--- config.mk ---
export PLATFORM = sky130hd
export DESIGN_NAME = mod_mul_pow2_stream
export DESIGN_NICKNAME = d
export VERILOG_FILES = /design/src/rtl/mod_mul_pow2_stream.sv
export SDC_FILE = /design/constraint.sdc
export NUM_CORES = 1
export LEC_CHECK = 0
export ABC_AREA = 1
export BUFFER_PORTS_ARGS = -buffer_cell sky130_fd_sc_hd__buf_2
export CAP_MARGIN = 25
export CORE_MARGIN = 8
export CORE_UTILIZATION = 35
export DETAILED_ROUTE_END_ITERATION = 10
export SLEW_MARGIN = 25
export SYNTH_ARGS = -nofsm -noshare
export SYNTH_HDL_FRONTEND = slang
export SYNTH_SLANG_ARGS = --single-unit
--- constraint.sdc ---
create_clock -name clk -period 1.83 [get_ports clk]
set_input_delay 0.183 -clock clk [delete_from_list [all_inputs] [get_ports clk]]
set_output_delay 0.183 -clock clk [all_outputs]
set_load 0.005 [all_outputs]
--- src/rtl/mod_mul_pow2_stream.sv ---
// Streaming ML-KEM scaler: coeff_o = coeff_i * 2^k_i mod 3329, one conditional-subtract doubling per clock.
// Optional MOD_MUL_POW2_UNROLL2_EN: two chained doublings per clock in SHIFT.
module mod_mul_pow2_stream #(
  parameter int K_W = 4
) (
  input  logic           clk,
  input  logic           rst_n,
  input  logic           in_valid,
  output logic           in_ready,
  input  logic [11:0]    coeff_i,
  input  logic [K_W-1:0] k_i,
  output logic           out_valid,
  input  logic           out_ready,
  output logic [11:0]    coeff_o
);

  typedef logic [11:0] coeff_t;
  typedef enum logic [1:0] {IDLE = 2'd0, SHIFT = 2'd1, DONE = 2'd2} state_t;

  localparam logic [12:0] Q = 13'd3329;

  state_t         state_q, state_d;
  coeff_t         acc_q, acc_d;
  logic [K_W-1:0] cnt_q, cnt_d;
  logic           in_ready_s;

  // Raw operands span 0..4095; one subtract suffices since 4095-Q < Q.
  function automatic coeff_t reduce_once(input coeff_t a);
    logic [12:0] x;
    x = {1'b0, a};
    if (x >= Q) begin
      x = x - Q;
    end else begin
      x = x;
    end
    return x[11:0];
  endfunction

  // acc stays in 0..Q-1, so 2*acc < 2Q and a single subtract keeps it there.
  function automatic coeff_t dbl_mod(input coeff_t a);
    logic [12:0] d;
    d = {a, 1'b0};
    if (d >= Q) begin
      d = d - Q;
    end else begin
      d = d;
    end
    return d[11:0];
  endfunction

  assign in_ready_s = (state_q == IDLE) || ((state_q == DONE) && out_ready);
  assign in_ready   = in_ready_s;
  assign out_valid  = (state_q == DONE);
  assign coeff_o    = acc_q;

  // Next-state, accumulator and doubling-counter logic.
  always_comb begin
    state_d = state_q;
    acc_d   = acc_q;
    cnt_d   = cnt_q;
    case (state_q)
      IDLE: begin
        if (in_valid) begin
          acc_d   = reduce_once(coeff_i);
          cnt_d   = k_i;
          state_d = (k_i != '0) ? SHIFT : DONE;
        end else begin
          state_d = IDLE;
        end
      end
      SHIFT: begin
`ifdef MOD_MUL_POW2_UNROLL2_EN
        if (cnt_q >= K_W'(2)) begin
          acc_d   = dbl_mod(dbl_mod(acc_q));
          cnt_d   = cnt_q - K_W'(2);
          state_d = (cnt_q == K_W'(2)) ? DONE : SHIFT;
        end else begin
          acc_d   = dbl_mod(acc_q);
          cnt_d   = '0;
          state_d = DONE;
        end
`else
        acc_d   = dbl_mod(acc_q);
        cnt_d   = cnt_q - K_W'(1);
        if (cnt_q == K_W'(1)) begin
          state_d = DONE;
        end else begin
          state_d = SHIFT;
        end
`endif
      end
      DONE: begin
        if (out_ready && in_valid) begin
          acc_d   = reduce_once(coeff_i);
          cnt_d   = k_i;
          state_d = (k_i != '0) ? SHIFT : DONE;
        end else if (out_ready) begin
          state_d = IDLE;
        end else begin
          state_d = DONE;
        end
      end
      default: begin
        state_d = IDLE;
        acc_d   = '0;
        cnt_d   = '0;
      end
    endcase
  end

  // State registers; reset discards any operation in flight.
  always_ff @(posedge clk or negedge rst_n) begin
    if (!rst_n) begin
      state_q <= IDLE;
      acc_q   <= 12'd0;
      cnt_q   <= '0;
    end else begin
      state_q <= state_d;
      acc_q   <= acc_d;
      cnt_q   <= cnt_d;
    end
  end

endmodule
==> run_results.csv <==
group,metric,value,unit
setup_path,worst-path-max-fanout,5,
synth,netlist_instances,301,
synth,synth_cell_types,28,
routing,drtAntennaViolNets,0,
power,vdd.ir_drop.worst,384,µV
place,place_congestion,0.801,
global_routing,use_met1,0.170,
finish,flow.area_growth_from_synthesis,19.7,%
power,power.density,1480,nW/µm²
timing,final_period_minus_worst_setup_slack,1670,ps
synth,synthesis.yosys.warnings,0,
setup_path,critPathLaunchType,"register",
hold_path,hp-class,"in2reg",
floorplan,initial_utilization,0.358,
global_routing,initial_antenna_violation_count,0,
timing,clock-skew-final,2.03,ps
timing,slew-limit-headroom,0.670,
floorplan,std_cell_rows,26,
synth,synth_area,1790,µm²
routing,drt_iter0_markers,136,
routing,dr_total_vias,1902,
cts,h_tree_depth_reported_by_cts,1,
cts,clock_tree.buffer_depth,2,
global_routing,via_count_of_the_first_global_routing_pass,1898,
timing,timing.final.hold_violations,0,
timing,least_margin_pin_slew,494,ps
place,post-dp-hpwl,3.72,mm
setup_path,crit_arrival,1820,ps
setup_path,cp_data_required_time,1990,ps
routing,wl,4.79,mm
finish,drive_gt1_frac,0.190,
setup_path,end_kind,"register",
setup_path,worstRegToRegCells,12,
global_routing,gr-max-usage-layer,"met2",
timing,setup_tns,0,ps
job,maxCapViolCount,0,
setup_path,path_cells,"inv_1, ha_4, nand2_1, nor2_4, nand2_2, nand3_4, buf_12, nand3_1, nand3_1, nand2_1, nand2_1, nand2_1",
floorplan,design.die.area,7670,µm²
finish,net_total_in_the_final_layout,363,
setup_path,crit_family,"simple AND/OR/NAND/NOR gates",
floorplan,core_box_area,5010,µm²
hold_path,holdPathStages,3,
floorplan,die_height,87.6,µm
synth,ys_seq_area_frac,0.251,
place,postPlaceCellArea,2020,µm²
place,pre_cts_slack,55.3,ps
timing,timing.fmax,600,MHz
timing,period_utilisation_layout,0.911,
global_routing,gr-total-overflow,0,
global_routing,grt_first_pass_wirelength,8.24,mm
global_routing,grt_util_met3,0.0150,
routing,detail_route.vias_per_cell,4.67,
cts,clock_latency,260,ps
setup_path,critPathMaxStageDelay,400,ps
finish,diodes,0,
run_status,outcome,"finished clean",
setup_path,cell_with_the_most_instances_on_the_worst_path,"nand2_1",
synth,synth.ff_latch_count,18,
cts,tritoncts_clock_tree,"built",
timing,fin_ws,163,ps
place,buffer_ports.inserted,33,
timing,final-setup-viol-count,0,
finish,final_cell_mix,"nand2_1 (124), nand3_1 (40), buf_2 (33)",
routing,drc_errors,0,
routing,drt_pass1_iterations,4,
synth,postSynthNetCount,326,
routing,post_drt_wl_per_cell,11.8,µm
timing,report.final.slew_viol_count,0,
cts,root_buffer,"clkbuf_8",
setup_path,critical_path_depth,12,
cts,numCtsBuffers,3,
finish,layout_commonest_cell,"nand2_1",
global_routing,global_route.usage.total,0.129,
global_routing,grt_start_max_net_pins,19,
floorplan,top_level_ports,34,
finish,final_util,0.428,
global_routing,groute.layer.met2.usage,0.216,
setup_path,path_buf_inv,2,
cts,cts.sink_count,18,
cts,clk_pin_slew_worst_paths,70,ps
floorplan,chipWidth,87.6,µm
finish,final_design_area_no_fill,2140,µm²
synth,post_synth.cell_area_avg,5.95,µm²
setup_path,critical_path_class,"reg2reg",
power,power_leakage,1.17,nW
setup_path,critPathSlowestCell,"dfrtp_1",
[cell families (layout without fill, tap and decap cells)]
logic type	Yosys count	count (layout)	synth area share
adder cells (fa/ha/maj)	5	5	0.0349
AND/OR/NAND/NOR	199	199	0.482
XOR/XNOR	7	7	0.0342
buffers and inverters	41	77	0.0992
AO/OA/AOI/OAI	31	31	0.0985
flip-flops	18	18	0.251
[repair_timing]
item                                    in CTS  in global routing
buffers inserted                             0                  2
endpoints found under the setup margin       0                 10
hold endpoints to repair                    18                  0
resized for setup                            0                  6
hold buffers                                 1                  0
[worst register-to-register path, cell delays in order (launching register included)]
cell and delay, ps:
dfrtp_1 400, inv_1 120, ha_4 160, nand2_1 80
nor2_4 130, nand2_2 90, nand3_4 130, buf_12 120
nand3_1 60, nand3_1 100, nand2_1 70, nand2_1 60
nand2_1 50
[where the power goes]
group	leakage, nW	switching [mW]	internal (mW)
sequential	0.221	0.234	0.595
clock	0.0288	0.149	0.192
combinational	0.916	1.23	0.764
[sequential cells by signal (all words and copies together), names as in the netlist]
| signal | cells |
|---|---|
| cnt_q | 4 |
| state_q | 2 |
| coeff_o | 12 |
[path summary, 6_finish.rpt]
check,from,end,slack [ps]
hold / removal,k_i[2],cnt_q[2],230
setup / recovery,coeff_o[1],coeff_o[2],160
setup reg to reg,coeff_o[1],coeff_o[2],160
max in group asynchronous,rst_n,coeff_o[10],1150
hold reg to reg,coeff_o[11],coeff_o[11],500
min in group asynchronous,rst_n,coeff_o[3],390
[Yosys cell counts, drive strengths merged]
cell	n	area (µm²)
nand2	128	490
nand3	42	235
inv	33	124
nor2	25	111
dfrtp	18	450
o21ai	15	75.1
a21oi	10	57.6
buf	7	50.1
ha	5	62.6
xor2	4	35.0
nand4	3	18.8
xnor2	3	26.3
a22oi	2	15.0
a21boi	1	7.51
a31oi	1	6.26
a32oi	1	8.76
clkbuf	1	3.75
nand3b	1	7.51
o22ai	1	6.26
[stage by stage]
step / hold WS, ps / cells / power (mW)
after floorplan: -113 / 301 / 2.20
after global placement: 142 / 400 / 2.70
after detailed placement: 146 / 400 / 2.72
after CTS: 234 / 405 / 3.07
after global routing: 258 / 407 / 3.57
final: 228 / 407 / 3.17
[layout make-up]
class,instances,area [µm²]
sequential,18,450
fill,572,2870
inverter,33,124
multi-input combinational,242,1190
clock buffer,4,55.1
tap,70,87.6
timing repair buffer,40,233
[per-layer routing]
metal,vias up,wire [µm]
li1,1029,-
met1,837,2440
met2,32,2160
met3,4,150
met4,0,32
met5,-,0
No activity file was read; power rests on OpenSTA's default activity.
